[src/rtl/logic_unit_pipe.sv]
// Two-stage pipelined bitwise logic unit with a running XOR accumulator and
// valid/ready handshakes on both sides.
module logic_unit_pipe #(
    parameter int WIDTH = 16,
    parameter int CNT_W = 8
) (
    input  logic             clk,
    input  logic             reset,
    input  logic             in_valid,
    output logic             in_ready,
    input  logic [WIDTH-1:0] a,
    input  logic [WIDTH-1:0] b,
    input  logic [2:0]       op,
    output logic             out_valid,
    input  logic             out_ready,
    output logic [WIDTH-1:0] result,
    output logic             zero,
    output logic             parity,
    output logic [WIDTH-1:0] acc,
    output logic [CNT_W-1:0] op_count
);

    localparam logic [2:0] OP_ACC = 3'b110;
    localparam logic [2:0] OP_CLR = 3'b111;

    logic             r_s1_valid;
    logic [WIDTH-1:0] r_s1_a;
    logic [WIDTH-1:0] r_s1_b;
    logic [2:0]       r_s1_op;

    logic             r_s2_valid;
    logic [WIDTH-1:0] r_result;
    logic             r_zero;
    logic             r_parity;

    logic [WIDTH-1:0] r_acc;
    logic [CNT_W-1:0] r_op_count;

    logic             w_adv2;
    logic             w_mv12;
    logic             w_in_ready;
    logic             w_in_xfer;
    logic             w_out_xfer;
    logic [WIDTH-1:0] w_res;

    // S2 can take new data when empty or draining this edge; S1 likewise when S2 advances.
    assign w_adv2     = !r_s2_valid || out_ready;
    assign w_mv12     = r_s1_valid && w_adv2;
    assign w_in_ready = !r_s1_valid || w_adv2;
    assign w_in_xfer  = in_valid && w_in_ready;
    assign w_out_xfer = r_s2_valid && out_ready;

    genvar gi;
    generate
        for (gi = 0; gi < WIDTH; gi++) begin : g_bit
            logic w_bit;
            always_comb begin
                w_bit = 1'b0;
                case (r_s1_op)
                    3'b000:  w_bit = r_s1_a[gi] & r_s1_b[gi];
                    3'b001:  w_bit = r_s1_a[gi] | r_s1_b[gi];
                    3'b010:  w_bit = r_s1_a[gi] ^ r_s1_b[gi];
                    3'b011:  w_bit = ~(r_s1_a[gi] & r_s1_b[gi]);
                    3'b100:  w_bit = ~(r_s1_a[gi] | r_s1_b[gi]);
                    3'b101:  w_bit = ~(r_s1_a[gi] ^ r_s1_b[gi]);
                    OP_ACC:  w_bit = r_acc[gi] ^ r_s1_a[gi];
                    default: w_bit = 1'b0;
                endcase
            end
            assign w_res[gi] = w_bit;
        end
    endgenerate

    // Operands are captured only on a real transfer, so idle-cycle X never enters the pipe.
    always_ff @(posedge clk or posedge reset) begin
        if (reset) begin
            r_s1_valid <= 1'b0;
            r_s1_a     <= '0;
            r_s1_b     <= '0;
            r_s1_op    <= 3'b000;
        end else if (w_in_xfer) begin
            r_s1_valid <= 1'b1;
            r_s1_a     <= a;
            r_s1_b     <= b;
            r_s1_op    <= op;
        end else if (w_mv12) begin
            r_s1_valid <= 1'b0;
        end
    end

    always_ff @(posedge clk or posedge reset) begin
        if (reset) begin
            r_s2_valid <= 1'b0;
            r_result   <= '0;
            r_zero     <= 1'b0;
            r_parity   <= 1'b0;
        end else if (w_mv12) begin
            r_s2_valid <= 1'b1;
            r_result   <= w_res;
            r_zero     <= (w_res == '0);
            r_parity   <= ^w_res;
        end else if (w_out_xfer) begin
            r_s2_valid <= 1'b0;
        end
    end

    // The accumulator commits when the op leaves S1, so a following ACC in S1 sees it.
    always_ff @(posedge clk or posedge reset) begin
        if (reset) begin
            r_acc <= '0;
        end else if (w_mv12) begin
            if (r_s1_op == OP_ACC) begin
                r_acc <= w_res;
            end else if (r_s1_op == OP_CLR) begin
                r_acc <= '0;
            end
        end
    end

    always_ff @(posedge clk or posedge reset) begin
        if (reset) begin
            r_op_count <= '0;
        end else if (w_out_xfer) begin
            r_op_count <= r_op_count + CNT_W'(1);
        end
    end

    assign in_ready  = w_in_ready;
    assign out_valid = r_s2_valid;
    assign result    = r_result;
    assign zero      = r_zero;
    assign parity    = r_parity;
    assign acc       = r_acc;
    assign op_count  = r_op_count;

endmodule
[config.mk]
export PLATFORM = sky130hd
export DESIGN_NAME = logic_unit_pipe
export DESIGN_NICKNAME = d
export VERILOG_FILES = /design/src/rtl/logic_unit_pipe.sv
export SDC_FILE = /design/constraint.sdc
export NUM_CORES = 1
export LEC_CHECK = 0
export ABC_CLOCK_PERIOD_IN_PS = 4600
export BUFFER_PORTS_ARGS = -buffer_cell sky130_fd_sc_hd__buf_2
export CORE_MARGIN = 2
export CORE_UTILIZATION = 40
export CTS_BUF_LIST = sky130_fd_sc_hd__clkbuf_4
export CTS_CLUSTER_SIZE = 30
export DETAILED_ROUTE_END_ITERATION = 8
export PLACE_DENSITY = 0.62
export SLEW_MARGIN = 20
export SYNTH_ARGS = -nofsm -noshare
export SYNTH_HDL_FRONTEND = slang
export SYNTH_SLANG_ARGS = --single-unit
[constraint.sdc]
create_clock -name clk -period 4.6 [get_ports clk]
set_input_delay 1.38 -clock clk [delete_from_list [all_inputs] [get_ports clk]]
set_output_delay 1.38 -clock clk [all_outputs]
set_load 0.05 [all_outputs]
==> flow_summary.json <==
{
  "status": "complete, no violations",
  "antenna_cells": 0,
  "clkPwrFrac": 0.140,
  "synth_edf_count": 0,
  "postRouteAntennaNets": 0,
  "syn_avg_cell_area_sq_um": 10.7,
  "required_ps": 3220,
  "yosysSeqAreaShare": 0.402,
  "antenna_found_initial": 0,
  "critPathKind": "primary input to output port",
  "synthToLayoutAreaGrowth_pct": 12.9,
  "p_leak_nw": 2.71,
  "io_pins": 83,
  "place_ws_ps": 1300,
  "wirelength_mm": 11.1,
  "yosys_warnings": 0,
  "hold_path_class": "flop to flop",
  "syn_inst": 458,
  "power_switching_share": 0.465,
  "finalPower_mw": 3.00,
  "fp.dieH_microns": 115,
  "postSynth.asyncResetShare": 1.00,
  "netlist-cell-type-count": 49,
  "path_max_fanout": 5,
  "dr_total_vias": 3606,
  "min_period_over_period": 0.717,
  "grt_pass1_vias": 3498,
  "cp_data_arrival_time_ps": 1920,
  "fmax_ghz": 0.303,
  "setup_violations": 0,
  "pwr-share-seq": 0.347,
  "final_cells": 683,
  "final_layout_size_suffix_gt1_frac": 0.267,
  "hold_viol": 0,
  "period_needed_ps": 3300,
  "gr-total-overflow": 0,
  "postCtsHoldBufs": 0,
  "coreArea_sq_um": 12000,
  "port_buffers": 82,
  "fillers": 1152,
  "clock-sinks": 79,
  "cts_buffers": 9,
  "dp_cells": 667,
  "final_cell_mix": "buf_2, dfrtp_1, ha_1",
  "gp_congestion": 0.866,
  "first_pass_iters": 4,
  "cts_htree_levels": 3,
  "worst_pin_slew_ps": 1100,
  "dp_hpwl_mm": 8.15,
  "drc_errors": 0,
  "p_int_mw": 1.61,
  "cts-root-buf": "clkbuf_4",
  "ctsLongestPathBuffers": 2,
  "start_util": 0.409,
  "p_switching_mw": 1.40,
  "critPathLaunchType": "primary input",
  "timing.final.ws_setup_ps": 1300,
  "ys_ff_latch": 79,
  "final_common_cell": "buf_2",
  "syn_area_sq_um": 4910,
  "finish.utilization": 0.462,
  "syn_nets": 538,
  "slew_viol_final": 0,
  "max_slew_margin": 0.265,
  "ctsResizeCount": 0,
  "cts_tree": "done",
  "rows": 40,
  "fin_skew_ps": 16.3,
  "path_clk_slew_ps": 130,
  "clk_latency_ps": 440,
  "postCtsSetupRepairBufs": 0,
  "peakVddDrop_mv": 0.192,
  "wl_per_cell_microns": 16.2,
  "grt_use_total": 0.170,
  "power_density_nw_per_um2": 542,
  "die_w_microns": 115,
  "avgViaCountPerCell": 5.28,
  "grt_pass1_wl_mm": 17.5,
  "rsz0062_at_grt": "false",
  "layout.nets": 611,
  "grt_start_max_net_pins": 55,
  "endpoint_kind": "output port",
  "drtIter0Drc": 260,
  "finalSetupTns_ps": 0,
  "p_comb_frac": 0.513,
  "ys.flop_type": "dfrtp_1",
  "dieArea_sq_um": 13200,
  "drv_cap": 0
}
layer usage:
metal | vias up | track usage | share of wire
met1 | 1767 | 0.225 | 0.45
met4 | 0 | 0.0498 | 0.010
met3 | 7 | 0.0311 | 0.045
met5 | - | 0 | 0
li1 | 1750 | - | -
met2 | 82 | 0.287 | 0.49
worst paths after layout:
path | from | end | slack [ps] | depth (start not counted)
worst max register to register | r_s1_op[0]$_DFFE_PP0P_ | parity$_DFFE_PP0P_ | 1370 | 9
worst max-delay path | out_ready | in_ready | 1300 | 3
worst min-delay path | op_count[7]$_DFFE_PP0P_ | op_count[7]$_DFFE_PP0P_ | 470 | 1
worst min register to register | op_count[7]$_DFFE_PP0P_ | op_count[7]$_DFFE_PP0P_ | 470 | 1
min in group asynchronous | reset | result[14]$_DFFE_PP0P_ | 1090 | 2
max in group asynchronous | reset | result[8]$_DFFE_PP0P_ | 2630 | 3
cell type report:
type	count	area (sq um)	area share
multi-input cells	318	2660	0.480
clock buffers	10	75.1	0.0135
clock inverters	6	61.3	0.0111
well taps	147	184	0.0332
inverters	35	133	0.0239
repair buffers	88	455	0.0821
flip-flops and latches	79	1980	0.356
cell families (layout without fill, tap and decap cells):
logic type	after synthesis	after routing	share of synthesized area
simple gates	97	97	0.0998
compound gates	81	81	0.126
flops	79	79	0.402
mux	69	69	0.158
buf+inv	61	139	0.0560
fa+ha+maj	41	41	0.104
xor+xnor	30	30	0.0535
flip-flops by register name, indices dropped and copies added, names as in the netlist:
name        cells
r_s1_op         3
r_s1_a         16
parity          1
out_valid       1
result         16
acc            16
r_s1_b         16
zero            1
op_count        8
r_s1_valid      1
critical path, stage by stage:
cell	delay (ps)
buf_2	120
nand3b_1	190
buf_2	230
power by group through the flow:
stage               Clock [mW]  Sequential [mW]  Combinational (mW)
floorplan                    0             1.45               0.807
global placement             0             1.05                1.51
detailed placement           0             1.06                1.55
CTS                      0.430             1.05                1.55
global route             0.456             1.07                1.66
finish                   0.421             1.04                1.54
per-stage QoR:
step / area (sq um) / hold slack, ps
global route: 5550 / 499
finish: 5550 / 473
global placement: 5410 / 457
detailed placement: 5410 / 457
CTS: 5550 / 479
floorplan: 4910 / 491
Yosys cell counts (all sizes together), types with 10 or more instances:
master | number | area, sq um
mux2i | 17 | 170
xor2 | 10 | 87.6
o21ai | 21 | 105
buf | 19 | 118
inv | 35 | 131
a2bb2oi | 12 | 105
nand2 | 26 | 97.6
ha | 41 | 513
nor2 | 25 | 93.8
xnor2 | 20 | 175
dfrtp | 79 | 1980
mux2 | 50 | 563
o211ai | 13 | 97.6
Power figures use the tool's default switching activity.
